$ cat config.mk
export PLATFORM = sky130hd
export DESIGN_NAME = bus_dma_ctrl_flat
export DESIGN_NICKNAME = d
export VERILOG_FILES = /design/src/rtl/bus_dma_pkg.sv /design/src/rtl/bus_dma_ctrl_if.sv /design/src/rtl/dma_addr_cnt.sv /design/src/rtl/bus_dma_ctrl.sv /design/src/flat_wrapper.sv
export SDC_FILE = /design/constraint.sdc
export NUM_CORES = 1
export LEC_CHECK = 0
export BUFFER_PORTS_ARGS = -buffer_cell sky130_fd_sc_hd__buf_2
export CORE_AREA = 2 2 107 109
export CTS_BUF_LIST = sky130_fd_sc_hd__clkbuf_16
export CTS_CLUSTER_DIAMETER = 40
export DETAILED_ROUTE_END_ITERATION = 7
export DIE_AREA = 0 0 109 111
export GPL_TIMING_DRIVEN = 0
export MAX_ROUTING_LAYER = met4
export PLACE_DENSITY = 0.79
export SLEW_MARGIN = 20
export SYNTH_ARGS = -nofsm -noshare
export SYNTH_HDL_FRONTEND = slang
export SYNTH_SLANG_ARGS = --single-unit
$ cat constraint.sdc
create_clock -name clk_i -period 2.4 [get_ports clk_i]
set_input_delay 0.24 -clock clk_i [delete_from_list [all_inputs] [get_ports clk_i]]
set_output_delay 0.24 -clock clk_i [all_outputs]
set_load 0.01 [all_outputs]
$ cat src/rtl/bus_dma_pkg.sv
// Shared definitions for the bus DMA copier: register map, CTRL/STATUS bit
// positions and the copy-sequencer state encoding.
package bus_dma_pkg;

  localparam int BUS_AW = 16;
  localparam int BUS_DW = 8;

  localparam logic [3:0] REG_SRC_L  = 4'd0;
  localparam logic [3:0] REG_SRC_H  = 4'd1;
  localparam logic [3:0] REG_DST_L  = 4'd2;
  localparam logic [3:0] REG_DST_H  = 4'd3;
  localparam logic [3:0] REG_LEN_L  = 4'd4;
  localparam logic [3:0] REG_LEN_H  = 4'd5;
  localparam logic [3:0] REG_CTRL   = 4'd6;
  localparam logic [3:0] REG_STATUS = 4'd7;

  localparam int CTRL_START    = 0;
  localparam int CTRL_IRQ_EN   = 1;
  localparam int CTRL_SRC_FIX  = 2;
  localparam int CTRL_DST_FIX  = 3;
  localparam int CTRL_CLR_DONE = 7;

  localparam int STAT_BUSY = 0;
  localparam int STAT_DONE = 1;

  typedef enum logic [2:0] {
    ST_IDLE = 3'd0,
    ST_ARB  = 3'd1,
    ST_RD   = 3'd2,
    ST_WR   = 3'd3,
    ST_REL  = 3'd4
  } dma_state_e;

  // Byte lane of a 16-bit register as seen through the 8-bit register window.
  function automatic logic [7:0] byte_sel(input logic [15:0] v, input logic hi);
    return hi ? v[15:8] : v[7:0];
  endfunction

endpackage

$ cat src/rtl/bus_dma_ctrl_if.sv
// Register window, CPU bus and arbitrated memory bus of the DMA copier.
interface bus_dma_ctrl_if;
  import bus_dma_pkg::*;

  // Register window
  logic              en_i;
  logic              we_i;
  logic [3:0]        addr_i;
  logic [BUS_DW-1:0] din_i;
  logic [BUS_DW-1:0] dout_o;

  // CPU side of the system bus
  logic [BUS_AW-1:0] cpu_addr_i;
  logic              cpu_we_i;
  logic [BUS_DW-1:0] cpu_dout_i;
  logic              cpu_rdy_o;

  // Arbitrated memory bus
  logic [BUS_DW-1:0] bus_din_i;
  logic [BUS_AW-1:0] bus_addr_o;
  logic              bus_we_o;
  logic [BUS_DW-1:0] bus_dout_o;

  logic              busy_o;
  logic              irq_o;

  modport slave (
    input  en_i, we_i, addr_i, din_i, cpu_addr_i, cpu_we_i, cpu_dout_i, bus_din_i,
    output dout_o, bus_addr_o, bus_we_o, bus_dout_o, cpu_rdy_o, busy_o, irq_o
  );

  modport master (
    output en_i, we_i, addr_i, din_i, cpu_addr_i, cpu_we_i, cpu_dout_i, bus_din_i,
    input  dout_o, bus_addr_o, bus_we_o, bus_dout_o, cpu_rdy_o, busy_o, irq_o
  );

endinterface

$ cat src/rtl/dma_addr_cnt.sv
// Loadable up-counter used as a working address pointer; wraps modulo 2^W.
module dma_addr_cnt #(
  parameter int W = 16
) (
  input  logic         clk_i,
  input  logic         rst_n_i,
  input  logic         load_i,
  input  logic [W-1:0] load_val_i,
  input  logic         inc_i,
  output logic [W-1:0] cnt_o
);

  always_ff @(posedge clk_i or negedge rst_n_i) begin
    if (!rst_n_i) begin
      cnt_o <= '0;
    end else if (load_i) begin
      cnt_o <= load_val_i;
    end else if (inc_i) begin
      cnt_o <= cnt_o + W'(1);
    end
  end

endmodule

$ cat src/rtl/bus_dma_ctrl.sv
// Block-copy DMA engine sharing the 65C02 system bus with the CPU. The CPU is
// held off with RDY while the copier owns the bus.
module bus_dma_ctrl
  import bus_dma_pkg::*;
#(
  parameter int ADDR_W = 16,
  parameter int DATA_W = 8
) (
  input  logic                 clk_i,
  input  logic                 rst_n_i,
  bus_dma_ctrl_if.slave        bus,
  output dma_state_e           dbg_state_o
);

  // Programmed registers
  logic [ADDR_W-1:0] src_q;
  logic [ADDR_W-1:0] dst_q;
  logic [15:0]       len_q;
  logic              irq_en_q;
  logic              src_fix_q;
  logic              dst_fix_q;
  logic              done_q;

  // Working copy state
  dma_state_e        state_q, state_d;
  logic [15:0]       len_cnt_q;
  logic [ADDR_W-1:0] src_cnt;
  logic [ADDR_W-1:0] dst_cnt;
  logic              grant_q;
  logic              rdy_q;
  logic [DATA_W-1:0] dout_q;
  logic [DATA_W-1:0] rd_data;

  logic              reg_wr;
  logic              wr_ctrl;
  logic              start_ok;
  logic              clr_req;
  logic              len_zero;
  logic              copy_go;
  logic              last_byte;

  logic [ADDR_W-1:0] dma_addr;
  logic              dma_we;

  assign reg_wr    = bus.en_i & bus.we_i;
  assign wr_ctrl   = reg_wr && (bus.addr_i == REG_CTRL);
  assign clr_req   = wr_ctrl && bus.din_i[CTRL_CLR_DONE];
  assign start_ok  = wr_ctrl && bus.din_i[CTRL_START] && (state_q == ST_IDLE);
  assign len_zero  = (len_q == 16'd0);
  assign copy_go   = start_ok && !len_zero;
  assign last_byte = (len_cnt_q == 16'd1);

  always_ff @(posedge clk_i or negedge rst_n_i) begin
    if (!rst_n_i) begin
      src_q     <= '0;
      dst_q     <= '0;
      len_q     <= '0;
      irq_en_q  <= 1'b0;
      src_fix_q <= 1'b0;
      dst_fix_q <= 1'b0;
    end else if (reg_wr) begin
      case (bus.addr_i)
        REG_SRC_L: src_q[7:0]  <= bus.din_i;
        REG_SRC_H: src_q[15:8] <= bus.din_i;
        REG_DST_L: dst_q[7:0]  <= bus.din_i;
        REG_DST_H: dst_q[15:8] <= bus.din_i;
        REG_LEN_L: len_q[7:0]  <= bus.din_i;
        REG_LEN_H: len_q[15:8] <= bus.din_i;
        REG_CTRL: begin
          irq_en_q  <= bus.din_i[CTRL_IRQ_EN];
          src_fix_q <= bus.din_i[CTRL_SRC_FIX];
          dst_fix_q <= bus.din_i[CTRL_DST_FIX];
        end
        default: ;
      endcase
    end
  end

  // Clear is applied before a coincident start, so a zero-length start still
  // leaves done set.
  always_ff @(posedge clk_i or negedge rst_n_i) begin
    if (!rst_n_i) begin
      done_q <= 1'b0;
    end else if (state_q == ST_REL) begin
      done_q <= 1'b1;
    end else if (start_ok && len_zero) begin
      done_q <= 1'b1;
    end else if (clr_req) begin
      done_q <= 1'b0;
    end
  end

  always_ff @(posedge clk_i or negedge rst_n_i) begin
    if (!rst_n_i) begin
      state_q <= ST_IDLE;
    end else begin
      state_q <= state_d;
    end
  end

  always_comb begin
    state_d = state_q;
    case (state_q)
      ST_IDLE: if (copy_go) state_d = ST_ARB;
      ST_ARB:  if (!bus.cpu_we_i) state_d = ST_RD;
      ST_RD:   state_d = ST_WR;
      ST_WR:   state_d = last_byte ? ST_REL : ST_RD;
      ST_REL:  state_d = ST_IDLE;
      default: state_d = ST_IDLE;
    endcase
  end

  // Bus ownership handshake: RDY drops the edge a copy is accepted; the grant
  // is only taken once the CPU is not mid-write, is released leaving REL, and
  // RDY returns one cycle after that so CPU and DMA never overlap on the bus.
  always_ff @(posedge clk_i or negedge rst_n_i) begin
    if (!rst_n_i) begin
      grant_q <= 1'b0;
      rdy_q   <= 1'b1;
    end else begin
      if (state_q == ST_ARB && state_d == ST_RD) begin
        grant_q <= 1'b1;
      end else if (state_q == ST_REL) begin
        grant_q <= 1'b0;
      end
      if (state_q == ST_IDLE) begin
        rdy_q <= !copy_go;
      end else begin
        rdy_q <= 1'b0;
      end
    end
  end

  always_ff @(posedge clk_i or negedge rst_n_i) begin
    if (!rst_n_i) begin
      len_cnt_q <= '0;
    end else if (start_ok) begin
      len_cnt_q <= len_q;
    end else if (state_q == ST_WR) begin
      len_cnt_q <= len_cnt_q - 16'd1;
    end
  end

  dma_addr_cnt #(.W(ADDR_W)) u_src_cnt (
    .clk_i      (clk_i),
    .rst_n_i    (rst_n_i),
    .load_i     (start_ok),
    .load_val_i (src_q),
    .inc_i      ((state_q == ST_WR) && !src_fix_q),
    .cnt_o      (src_cnt)
  );

  dma_addr_cnt #(.W(ADDR_W)) u_dst_cnt (
    .clk_i      (clk_i),
    .rst_n_i    (rst_n_i),
    .load_i     (start_ok),
    .load_val_i (dst_q),
    .inc_i      ((state_q == ST_WR) && !dst_fix_q),
    .cnt_o      (dst_cnt)
  );

  assign dma_addr = (state_q == ST_WR) ? dst_cnt : src_cnt;
  assign dma_we   = (state_q == ST_WR);

  always_comb begin
    if (grant_q) begin
      bus.bus_addr_o = dma_addr;
      bus.bus_we_o   = dma_we;
      bus.bus_dout_o = bus.bus_din_i;
    end else begin
      bus.bus_addr_o = bus.cpu_addr_i;
      bus.bus_we_o   = bus.cpu_we_i;
      bus.bus_dout_o = bus.cpu_dout_i;
    end
  end

  always_comb begin
    rd_data = '0;
    case (bus.addr_i)
      REG_SRC_L, REG_SRC_H: rd_data = byte_sel(src_q, bus.addr_i[0]);
      REG_DST_L, REG_DST_H: rd_data = byte_sel(dst_q, bus.addr_i[0]);
      REG_LEN_L, REG_LEN_H: rd_data = byte_sel(len_q, bus.addr_i[0]);
      REG_CTRL:   rd_data = {4'b0000, dst_fix_q, src_fix_q, irq_en_q, 1'b0};
      REG_STATUS: rd_data = {6'b000000, done_q, (state_q != ST_IDLE)};
      default:    rd_data = '0;
    endcase
  end

  always_ff @(posedge clk_i or negedge rst_n_i) begin
    if (!rst_n_i) begin
      dout_q <= '0;
    end else begin
      dout_q <= bus.en_i ? rd_data : '0;
    end
  end

  assign bus.dout_o    = dout_q;
  assign bus.cpu_rdy_o = rdy_q;
  assign bus.busy_o    = (state_q != ST_IDLE);
  assign bus.irq_o     = done_q & irq_en_q;
  assign dbg_state_o   = state_q;

endmodule

$ cat src/flat_wrapper.sv
// flat-port wrapper written by rule: the top's interface ports become plain ports
module bus_dma_ctrl_flat import bus_dma_pkg::*;
#(
  parameter int ADDR_W = 16,
  parameter int DATA_W = 8
)
  (clk_i, rst_n_i, dbg_state_o, bus_en_i, bus_we_i, bus_addr_i, bus_din_i, bus_cpu_addr_i, bus_cpu_we_i, bus_cpu_dout_i, bus_bus_din_i, bus_dout_o, bus_bus_addr_o, bus_bus_we_o, bus_bus_dout_o, bus_cpu_rdy_o, bus_busy_o, bus_irq_o);
  bus_dma_ctrl_if bus_i ();
  input  logic clk_i;
  input  logic rst_n_i;
  output dma_state_e dbg_state_o;
  input wire logic [$bits(bus_i.en_i)-1:0] bus_en_i;
  input wire logic [$bits(bus_i.we_i)-1:0] bus_we_i;
  input wire logic [$bits(bus_i.addr_i)-1:0] bus_addr_i;
  input wire logic [$bits(bus_i.din_i)-1:0] bus_din_i;
  input wire logic [$bits(bus_i.cpu_addr_i)-1:0] bus_cpu_addr_i;
  input wire logic [$bits(bus_i.cpu_we_i)-1:0] bus_cpu_we_i;
  input wire logic [$bits(bus_i.cpu_dout_i)-1:0] bus_cpu_dout_i;
  input wire logic [$bits(bus_i.bus_din_i)-1:0] bus_bus_din_i;
  output wire logic [$bits(bus_i.dout_o)-1:0] bus_dout_o;
  output wire logic [$bits(bus_i.bus_addr_o)-1:0] bus_bus_addr_o;
  output wire logic [$bits(bus_i.bus_we_o)-1:0] bus_bus_we_o;
  output wire logic [$bits(bus_i.bus_dout_o)-1:0] bus_bus_dout_o;
  output wire logic [$bits(bus_i.cpu_rdy_o)-1:0] bus_cpu_rdy_o;
  output wire logic [$bits(bus_i.busy_o)-1:0] bus_busy_o;
  output wire logic [$bits(bus_i.irq_o)-1:0] bus_irq_o;
  assign bus_i.en_i = bus_en_i;
  assign bus_i.we_i = bus_we_i;
  assign bus_i.addr_i = bus_addr_i;
  assign bus_i.din_i = bus_din_i;
  assign bus_i.cpu_addr_i = bus_cpu_addr_i;
  assign bus_i.cpu_we_i = bus_cpu_we_i;
  assign bus_i.cpu_dout_i = bus_cpu_dout_i;
  assign bus_i.bus_din_i = bus_bus_din_i;
  assign bus_dout_o = bus_i.dout_o;
  assign bus_bus_addr_o = bus_i.bus_addr_o;
  assign bus_bus_we_o = bus_i.bus_we_o;
  assign bus_bus_dout_o = bus_i.bus_dout_o;
  assign bus_cpu_rdy_o = bus_i.cpu_rdy_o;
  assign bus_busy_o = bus_i.busy_o;
  assign bus_irq_o = bus_i.irq_o;
  bus_dma_ctrl #(.ADDR_W(ADDR_W), .DATA_W(DATA_W)) u_core (.clk_i(clk_i), .rst_n_i(rst_n_i), .bus(bus_i), .dbg_state_o(dbg_state_o));
endmodule
Word level (Yosys, flattened, before mapping)
Cells that the tools add are included.
{ "totals": {"output_inout_bits": 39, "in_bits": 49, "wordCells": 92, "reg_bits": 113} }
{ "classes": {"reduce_logical": 32, "mux": 25, "bitwise_logic": 2, "n_addsub": 3, "n_eq_ne": 13} }
{ "op_table": {"columns": ["operator", "n"], "rows": [
  ["$mux 16", 8],
  ["$mux 8", 5],
  ["$pmux 8 s5", 1],
  ["$add 16x1->16 const B", 2],
  ["$eq 16x1->1 const B", 1],
  ["$eq 4x3->1 const B", 4],
  ["$logic_not 16->1", 1],
  ["$sub 16x1->16 const B", 1],
  ["$reduce_and 2->1", 7],
  ["$pmux 3 s4", 1],
  ["$eq 3x2->1 const B", 3],
  ["$logic_and 1x1->1", 9],
  ["$mux 3", 3],
  ["$eq 4x2->1 const B", 2],
  ["$reduce_bool 2->1", 4],
  ["$mux 1", 7],
  ["$reduce_bool 3->1", 2],
  ["$reduce_or 2->1", 3],
  ["$eq 4x1->1 const B", 1],
  ["$logic_not 1->1", 4],
  ["$logic_not 4->1", 1],
  ["$eq 3x1->1 const B", 1],
  ["$eq 3x3->1 const B", 1],
  ["$logic_not 3->1", 1],
  ["$and 1x1->1", 2]
]} }

Longest topological paths before layout
Gate-level depths: netlist of run 1.
{ "depth": {"word_depth": 10, "mapped_depth": 7, "mapped_depth_nobuf": 6} }

Modules after synthesis
A second synthesis of run 1 with hierarchy kept.
{ "hier_totals": {"hier_cells": 616, "area_unflattened_um2": 6178.4} }
{ "modules_own_cells": {"columns": ["mod", "area_per_inst_um2", "cells_each", "instances"], "rows": [
  ["bus_dma_ctrl", 4291.6, 418, 1],
  ["dma_addr_cnt", 943.4, 99, 2]
]} }

Worst setup path before layout of run 1
OpenSTA, ideal clock, no wires.
{ "synth_path": {"path_type": "register to register", "startpoint": "register u_core.state_q[2] (netlist: u_core.dbg_state_o[2])", "endpoint": "register u_core.u_src_cnt.cnt_o[10]", "setup_ns": 0.124, "arrival_time_ns": 1.890, "path_slack_ns": 0.385, "path_stages_with_launch": 8, "cell_sequence": "dfrtp_1 -> buf_2 -> or4b_4 -> or3_1 -> buf_6 -> buf_6 -> o22ai_1 -> nor2_1"} }
{ "synth_via": {"elab_chain_len": 3, "word_cells_on_any_way": 6} }
{ "synth_lines": {"columns": ["item", "line_no", "text"], "rows": [
  ["start, declared", "bus_dma_ctrl.sv:25", "dma_state_e state_q, state_d;"],
  ["start signal, assigned", "bus_dma_ctrl.sv:97", "state_q <= state_d;"],
  ["$eq 3x2->1 or $logic_not 3->1 (tied branches)", "bus_dma_ctrl.sv:149, bus_dma_ctrl.sv:48", null],
  ["$logic_and 1x1->1 (on tied branches)", "bus_dma_ctrl.sv:149, bus_dma_ctrl.sv:48", null],
  ["$reduce_bool 2->1 (no line) or $mux 16 (tied branches)", null, null],
  ["end signal, assigned", "dma_addr_cnt.sv:17", "cnt_o <= load_val_i;"],
  ["end signal, assigned", "dma_addr_cnt.sv:19", "cnt_o <= cnt_o + W'(1);"],
  ["end, declared", "dma_addr_cnt.sv:10", "output logic [W-1:0] cnt_o"]
]} }
Parallel ways exist; a longest one is shown, timed or not.
A chain may end at the register's enable or synchronous reset.

Worst setup path after layout of run 1
{ "layout_path": {"startpoint": "register u_core.state_q[0] (netlist: u_core.dbg_state_o[0])", "endpoint": "output port bus_bus_addr_o[0]"} }
{ "layout_via": {"elab_chain_len": 3} }
{ "layout_lines": {"columns": ["item", "line_no", "text"], "rows": [
  ["$eq 3x2->1", "bus_dma_ctrl.sv:162", "assign dma_addr = (state_q == ST_WR) ? dst_cnt : src_cnt;"],
  ["$mux 16", "bus_dma_ctrl.sv:162", null],
  ["$mux 16", "bus_dma_ctrl.sv:166", "if (grant_q) begin"],
  ["end, declared", "flat_wrapper.sv:21", "output wire logic [$bits(bus_i.bus_addr_o)-1:0] bus_bus_addr_o;"]
]} }
No other way between the ends.

==> flow_results.org, run 1 <==
** Finish
- Of the cells placed in the final design, the portion with a size suffix greater than 1 is 30.5%.
- Final core area utilization :: 67.4%
- Area of all placed cells without fillers :: 0.00747 mm2
- The area growth from synthesis to layout is 21.3%.
- Count of nets after finishing :: 778
- Count of antenna diodes in the layout :: 0

** Critical path
- The most numerous cell type found on the critical path is clkbuf_4.
- Startpoint types :: flop
- Critical Path End Type :: output pin
- The critical path in this run is classified as flop to output pin.
- Data on the critical path is required at its endpoint by 2160 ps.
- Among all stages on the critical path, the largest delay is contributed by dfrtp_1.
- On the worst path, the slowest cell contributes a delay of 440 ps.
- Data on the critical path arrives at its endpoint at 2170 ps.
- Of all nets on the critical path, the largest fanout is 10.
- The cell family contributing the most delay on the critical path is buffers and inverters.
- The number of buffers and inverters on the critical path is 4.
- The signal on the critical path passes through clkbuf_4, nand3b_1, clkbuf_8, clkbuf_4, nand2_1, a31oi_1, buf_2.

** Route
- After detailed routing, the total wire length is 19100 um.
- After detailed routing, the number of remaining DRC violations is 0.
- Post-route antenna net violation count :: 0
- In this run, the number of DRC markers left after iteration 0 of detailed routing was 638.
- In the final routed layout, each cell accounts on average for 21.7 um.
- The first TritonRoute pass finished after 6 iterations.
- Vias :: 5751
- In the routed layout, each cell is associated on average with a via count of 6.53.

** Power and ir drop
- Overall power consumption :: 6.43 mW
- Peak supply drop :: 508 uV
- For this design the ratio of total power to cell area is 862 mW/mm2.
- In this run the static leakage power is 3.18 nW.

** Worst hold path
- The path class of the tightest hold or removal check is primary input to flop.

** Logic synthesis
- Syn_area_per_cell :: 9.99 um2
- Flop and latch count out of synthesis :: 113
- Count of synthesis-stage warnings from yosys :: 0
- Sequential cells were found to cover 46.0% of the synthesized design area.
- For this run, the leading register cell type out of synthesis is dfrtp_1.
- After synthesis, the share of flip-flops with an asynchronous set or reset is 100%.
- The cell area that synthesis handed to floorplanning was 0.00615 mm2.
- Syn nets :: 669
- Synthesis produced a netlist whose cell count is 616.
- Yosys cell types :: 63
- Number of enable-type register cells in the synthesized netlist :: 0

** Clock network
- Clock buffer count from CTS :: 17
- Worst-Skew Late Latency :: 420 ps
- In this run the number of H-tree levels came out at 4.
- TritonCTS built the clock tree.
- In this run the deepest clock path goes through 2 buffers.
- Reg clk slew, reported paths :: 50 ps
- # clock sinks :: 113
- CTS Root Buffer Type :: clkbuf_16

** Timing
- Hold is met by 164 ps.
- Max Clock Freq :: 0.416 GHz
- Final worst setup slack :: -5.01 ps
- Relative slew margins :: 33.3%
- Fin. Hold Viols :: 0
- The count of final max-slew check failures came to 0.
- Setup-failing EPs final :: 1
- Of the available clock period, the critical path in the final layout requires 100%.
- The clock arrives with 5.81 ps of skew.
- Least-Margin Pin Slew :: 987 ps
- Counting I/O delays and the setup requirement, the final critical path takes 2410 ps.

** Global routing
- The number of antenna violations at the first check in global routing is 0.
- Global routing used 34.6% of the available tracks.
- Overflow left after global routing :: 0
- Largest net degree at the start of global routing :: 83
- First-pass GRT wire length :: 30400 um
- The number of global-route vias before repair came to 5639.

** Place
- Number of I/O port buffers :: 87
- The HPWL after detailed placement is 13700 um.
- At the end of routability-driven placement, the weighted congestion stood at 0.969.
- Placed cell areas :: 0.00680 mm2

** Floorplan
- Die outline area :: 0.0121 mm2
- Measured along the x axis, the die boundary spans 109 um.
- During I/O placement, the number of pins put on the boundary was 88.
- The die is 111 um tall.
- Number of placement rows :: 39
- Once the floorplan was initialized, standard cells occupied 55.6% of the core.
- The region available for standard cell placement spans 0.0111 mm2.

** Flow run
- Reported max-cap violation count :: 0

** Status
- Violations in the final reports :: negative setup slack
- The run finished, with violations left.
==> path summary, 6_finish.rpt <==
path,start,to,slack [ps],cells past startpoint
setup / recovery,u_core.dbg_state_o[0],bus_bus_addr_o[0],-5,7
max in group asynchronous,rst_n_i,u_core.bus.cpu_rdy_o,1400,3
hold / removal,bus_din_i[5],u_core.dst_q[5],160,2
min in group asynchronous,rst_n_i,u_core.dst_q[11],270,2
hold reg to reg,u_core.irq_en_q,u_core.irq_en_q,530,1
setup reg to reg,u_core.dbg_state_o[2],u_core.u_src_cnt.cnt_o[9],150,6
==> synthesized netlist by cell type, types with 3 or more instances <==
library cell | number | share of area [%]
nor3_1 | 11 | 0.89
a22oi_1 | 3 | 0.37
nand2_1 | 78 | 4.8
mux2i_1 | 11 | 1.8
or4_1 | 4 | 0.49
or2_2 | 4 | 0.41
o211ai_1 | 9 | 1.1
ha_1 | 4 | 0.81
clkbuf_1 | 24 | 1.5
nand2b_1 | 6 | 0.61
a221o_1 | 4 | 0.65
and3_1 | 3 | 0.30
dfrtp_1 | 112 | 46
xnor2_1 | 6 | 0.85
mux4_2 | 6 | 2.2
mux2_2 | 64 | 12
nor2_1 | 67 | 4.1
a21oi_1 | 12 | 0.98
buf_1 | 4 | 0.24
o31ai_1 | 3 | 0.37
a31oi_1 | 21 | 2.1
buf_2 | 8 | 0.65
a311oi_1 | 5 | 0.71
o311ai_0 | 4 | 0.57
o22ai_1 | 6 | 0.61
a211oi_1 | 7 | 0.85
nand4_1 | 11 | 1.1
nor4_1 | 15 | 1.5
buf_6 | 3 | 0.55
or3_1 | 6 | 0.61
o221a_2 | 3 | 0.55
nand3_1 | 15 | 1.2
o32ai_1 | 3 | 0.43
inv_1 | 8 | 0.49
o21ai_0 | 26 | 2.1
==> worst reg2reg max path, stage by stage (launching register included) <==
cell and delay, ps:
dfrtp_1 410, buf_4 190, or4b_4 540, nor3_4 270, clkbuf_1 450, nand2_1 200
o211ai_1 120
==> timing repair <==
| item | in CTS | in global routing |
|---|---|---|
| setup endpoints to repair | 17 | 16 |
| gates resized for setup | 13 | 7 |
| hold buffers | 1 | 0 |
| setup buffers | 0 | 2 |
| hold endpoints to repair | 31 | 0 |
| pin swaps | 0 | 1 |
==> registers in the layout, indices dropped and copies added (netlist names), 3 cells and up <==
name,flops
u_core.src_q,16
u_core.dst_q,16
u_core.u_dst_cnt.cnt_o,16
u_core.u_src_cnt.cnt_o,16
u_core.bus.dout_o,8
u_core.len_cnt_q,16
u_core.len_q,16
u_core.dbg_state_o,3
==> cell type report <==
cell class	count	area (um2)
flip-flops and latches	113	2830
multi-input cells	456	3120
repair buffers	91	494
plain buffers	38	214
clock inverters	15	169
clock buffers	17	425
inverters	8	30.0
well taps	143	179
fillers	881	3610
==> cell families after synthesis <==
kind of cell | synth area share [%]
AO/OA/AOI/OAI | 13.9
multiplexers | 15.7
flip-flops | 46.0
AND/OR/NAND/NOR | 19.1
XOR/XNOR | 1.14
buffers and inverters | 3.39
adder cells (fa/ha/maj) | 0.813
==> where the power goes <==
group / total (mW) / switching, mW / internal [mW]
clock: 2.53 / 0.912 / 1.62
sequential: 2.66 / 0.436 / 2.23
combinational: 1.24 / 0.663 / 0.578
total: 6.43 / 2.01 / 4.42
==> per-layer routing <==
layer | vias to the layer above | track usage (%) | part of all wire (%)
li1 | 2527 | - | -
met1 | 2779 | 46.1 | 39
met2 | 389 | 50.6 | 47
met3 | 56 | 8.58 | 11
met5 | - | - | 0
met4 | 0 | 14.1 | 3.3
==> stage by stage <==
stage | TNS [ps] | instances | setup slack (ps)
CTS | 0 | 879 | 6.19
floorplan | 0 | 616 | 385
detailed placement | -596 | 847 | -133
global placement | -24280 | 846 | -219
finish | -5.01 | 881 | -5.01
global route | -0.422 | 881 | -0.422
==> cells in the final DEF (no fill, tap or decap), drive strengths merged, types with 4 or more instances in the layout <==
| master | instances |
|---|---|
| dfrtp | 112 |
| buf | 103 |
| nand2 | 78 |
| nor2 | 67 |
| mux2 | 64 |
| clkbuf | 42 |
| o21ai | 26 |
| a31oi | 21 |
| nor4 | 15 |
| nand3 | 15 |
| a21oi | 12 |
| nor3 | 12 |
| nand4 | 11 |
| mux2i | 11 |
| o211ai | 9 |
| inv | 8 |
| a211oi | 7 |
| nand2b | 6 |
| or3 | 6 |
| o22ai | 6 |
| mux4 | 6 |
| xnor2 | 6 |
| clkinvlp | 6 |
| clkinv | 6 |
| a311oi | 5 |
| or4 | 5 |
| or2 | 4 |
| o311ai | 4 |
| a221o | 4 |
| ha | 4 |
| o31ai | 4 |
Power figures use the tool's default switching activity.
==> inputs of run 2 (changes only) <==
PLACE_DENSITY = unset   (was 0.79)
PLACE_DENSITY_LB_ADDON = 0.08   (was unset)
TNS_END_PERCENT = 10   (was unset)
==> run 2 against run 1 <==
The flow now finishes without violations. Final cell count unchanged. Global-route usage increased by 0.33 points. Power increased by 0.49%. Core utilization increased by 0.16 points. Clock power increased by 3%.
==> flow_results.org, run 2 (same netlist as run 1, synthesis figures left out) <==
** Floorplan
- Width of the die :: 109 um (unchanged)
- Core footprint :: 0.0111 mm2 (unchanged)
- Die extent in y :: 111 um (unchanged)
- Effective utilization at floorplan :: 55.6% (unchanged)
- Number of placement rows :: 39 (unchanged)
- The die area is 0.0121 mm2 (unchanged).
- The total I/O pin count was 88 (unchanged).

** Critical path
- The highest fanout seen on the critical path was 10 (unchanged).
- Data required time of the worst path :: 2160 ps (about the same)
- Critical path class :: flop to output pin
- The signal arrival time at the worst endpoint was 2090 ps (-80 ps).
- Cell depth of the worst flop-to-flop path :: 6 (unchanged)
- STA classifies the critical path endpoint as an output pin.
- The minimum setup slack among reg-to-reg paths is 170 ps (+20 ps).
- R2R Path Start :: u_core.dbg_state_o[2]
- The worst register-to-register path ends at u_core.u_src_cnt.cnt_o[4].
- Startpoint types :: flop

** Clock network
- The clock slew at the register clock pins of the worst setup and hold paths was 60 ps (about the same).
- Maximum number of buffers from clock root to sink :: 2 (unchanged)
- Clock buffer count from CTS :: 17 (unchanged)
- Worst-Skew Late Latency :: 410 ps (about the same)
- H-tree Lvls :: 4 (unchanged)
- Clock tree from TritonCTS :: done
- The clock sink count is 113 (unchanged).
- CTS Root Buffer Type :: clkbuf_16

** Timing
- Setup-failing EPs final :: 0 (-1)
- Relative slew margins :: 37.0% (+3.7 points)
- Final worst-path cycle share :: 97.0% (-3.2 points)
- The clock skew is 7.50 ps (+1.69 ps).
- The actual transition at the worst max-transition pin came to 932 ps (-55.5 ps).
- Accumulated negative setup slack :: 0 ps (+5.01 ps)
- The highest clock frequency the design can meet was 0.430 GHz (+3.3%).
- The post-route minimum period was 2330 ps (-76.7 ps).
- Fin. Hold Viols :: 0 (unchanged)
- Final worst setup slack :: 71.7 ps (+76.7 ps)
- Number of pins with negative max-slew slack in the final report :: 0 (unchanged)

** Worst hold path
- The count of cells along the worst hold path is 4 (+2).
- Path type of the worst min-delay path :: primary input to flop
- Worst hold start :: bus_cpu_we_i
- Worst Hold Endpoint :: u_core.dbg_state_o[1]

** Route
- Post-route antenna net violation count :: 0 (unchanged)
- The overall routed net length came to 19600 um (+2.6%).
- Post-detailed-route via-to-cell ratio :: 6.50 (-0.49%)
- Wire per inst :: 22.3 um (+2.6%)
- Vias :: 5723 (-0.49%)
- DR pass1 iterations :: 5 (-1)
- First-iteration detailed-routing DRC count :: 585 (-8.3%)
- The residual DRC count is 0 (unchanged).

** Finish
- The top cell types in the final layout, fill and taps aside, are dfrtp_1, buf_2, nand2_1, nor2_1, mux2_2.
- The number of fill cells in the layout was 880 (-0.11%).
- The fraction of layout cells with a size suffix above 1 was 30.9% (+0.41 points).
- The area of the multi-input gates is 0.00313 mm2 (+0.16%).
- Relative to the synthesized area, the layout overhead comes to 21.6%.
- Count of nets after finishing :: 778 (unchanged)
- Register Area :: 0.00283 mm2 (unchanged)
- Leaving out fill and tap cells, the most frequent cell in the layout is dfrtp_1.
- The diode insertion count for antenna repair is 0 (unchanged).
- Area of all placed cells without fillers :: 0.00748 mm2 (+0.23%)

** Status
- The flow ran to the end, and the final reports show no timing, DRC or antenna violations.

** Global routing
- Overflow left after global routing :: 0 (unchanged)
- Number of global-route vias before repair :: 5514 (-2.2%)
- Overall global routing resource usage :: 34.9% (+0.33 points)
- Number of antenna violations at the first check in global routing :: 0 (unchanged)
- The pin count of the biggest net entering global routing came to 76 (-8.4%).
- The first-pass GRT wire length came to 30300 um (-0.11%).

** Power and ir drop
- Peak supply drop :: 614 uV (+21%)
- Static Leak :: 3.19 nW (+0.29%)
- Power per cell area :: 864 mW/mm2 (+0.26%)

** Place
- Post-Place Setup Slack :: -169 ps (-35.4 ps)
- The cell area after placement is 0.00681 mm2 (about the same).
- Post-DP HPWL :: 14300 um (+5.0%)
- Final estimated routing congestion in global placement :: 0.949 (-2.0%)
- Number of I/O port buffers :: 87 (unchanged)

** Flow run
- Reported max-cap violation count :: 0 (unchanged)
-- run 2: cell count changes in the layout (fill, tap and decap cells not counted) --
cell        before  now
clkinvlp_4       6    5
buf_4            3    4
clkinv_2         1    0
inv_6            0    3
nor3_2           0    1
nor3_1          11   10
clkinv_1         3    1
clkbuf_4         4    2
buf_2           91   92
clkinv_4         2    3
-- run 2: worst max-delay path, stage by stage, from the launching register on --
cell and delay, ps:
dfrtp_2 440, clkbuf_4 200, nand3b_1 160, clkbuf_8 210, buf_4 200, nand2_1 120, a31oi_1 170, buf_2 150
-- run 2: timing repair --
item	CTS	global route
pin swaps	0	1
endpoints found under the setup margin	17	18
endpoints found under the hold margin	37	0
hold buffers	1	0
resized for setup	14	6
setup buffers	0	2
-- run 2: stage by stage --
stage	instances	hold WS, ps	power (mW)	utilization, %
after floorplan	616	-55.6	3.34	-
after global placement	846	487	3.81	61.1
after detailed placement	847	176	3.86	61.5
after CTS	879	161	6.45	67.3
after global routing	881	173	6.75	67.6
final	881	178	6.46	67.6
-- run 2: final cells by class --
class | count | share of cell area (%)
plain buffers | 38 | 2.83
clock buffers | 17 | 5.68
clock inverters | 15 | 2.46
inverters | 8 | 0.401
multi-input cells | 456 | 41.8
flip-flops and latches | 113 | 37.8
well taps | 143 | 2.39
repair buffers | 91 | 6.60
-- run 2: metal layers --
metal	vias to the layer above	part of all wire [%]	GRT usage, %
li1	2532	-	-
met1	2821	42	46.9
met2	323	46	52.1
met3	47	8.9	7.76
met4	0	3.3	12.6
met5	-	0	-
-- run 2: how the worst max path moves through the flow --
stage	from	end	slack (ps)	cells after the start
finish	u_core.dbg_state_o[1]	bus_bus_addr_o[1]	70	7
global route	u_core.dbg_state_o[1]	bus_bus_addr_o[13]	-10	7
CTS	u_core.dbg_state_o[1]	bus_bus_addr_o[2]	10	7
detailed placement	u_core.dbg_state_o[2]	bus_bus_addr_o[3]	-170	7
global placement	rst_n_i	u_core.len_q[10]	-250	1
floorplan	u_core.dbg_state_o[2]	u_core.u_src_cnt.cnt_o[10]	390	7
-- run 2: power breakdown --
group,switching [mW],total (mW),internal [mW],leakage (nW)
registers,0.419,2.65,2.23,1.34
logic,0.639,1.22,0.577,1.56
clock network,0.962,2.60,1.64,0.280
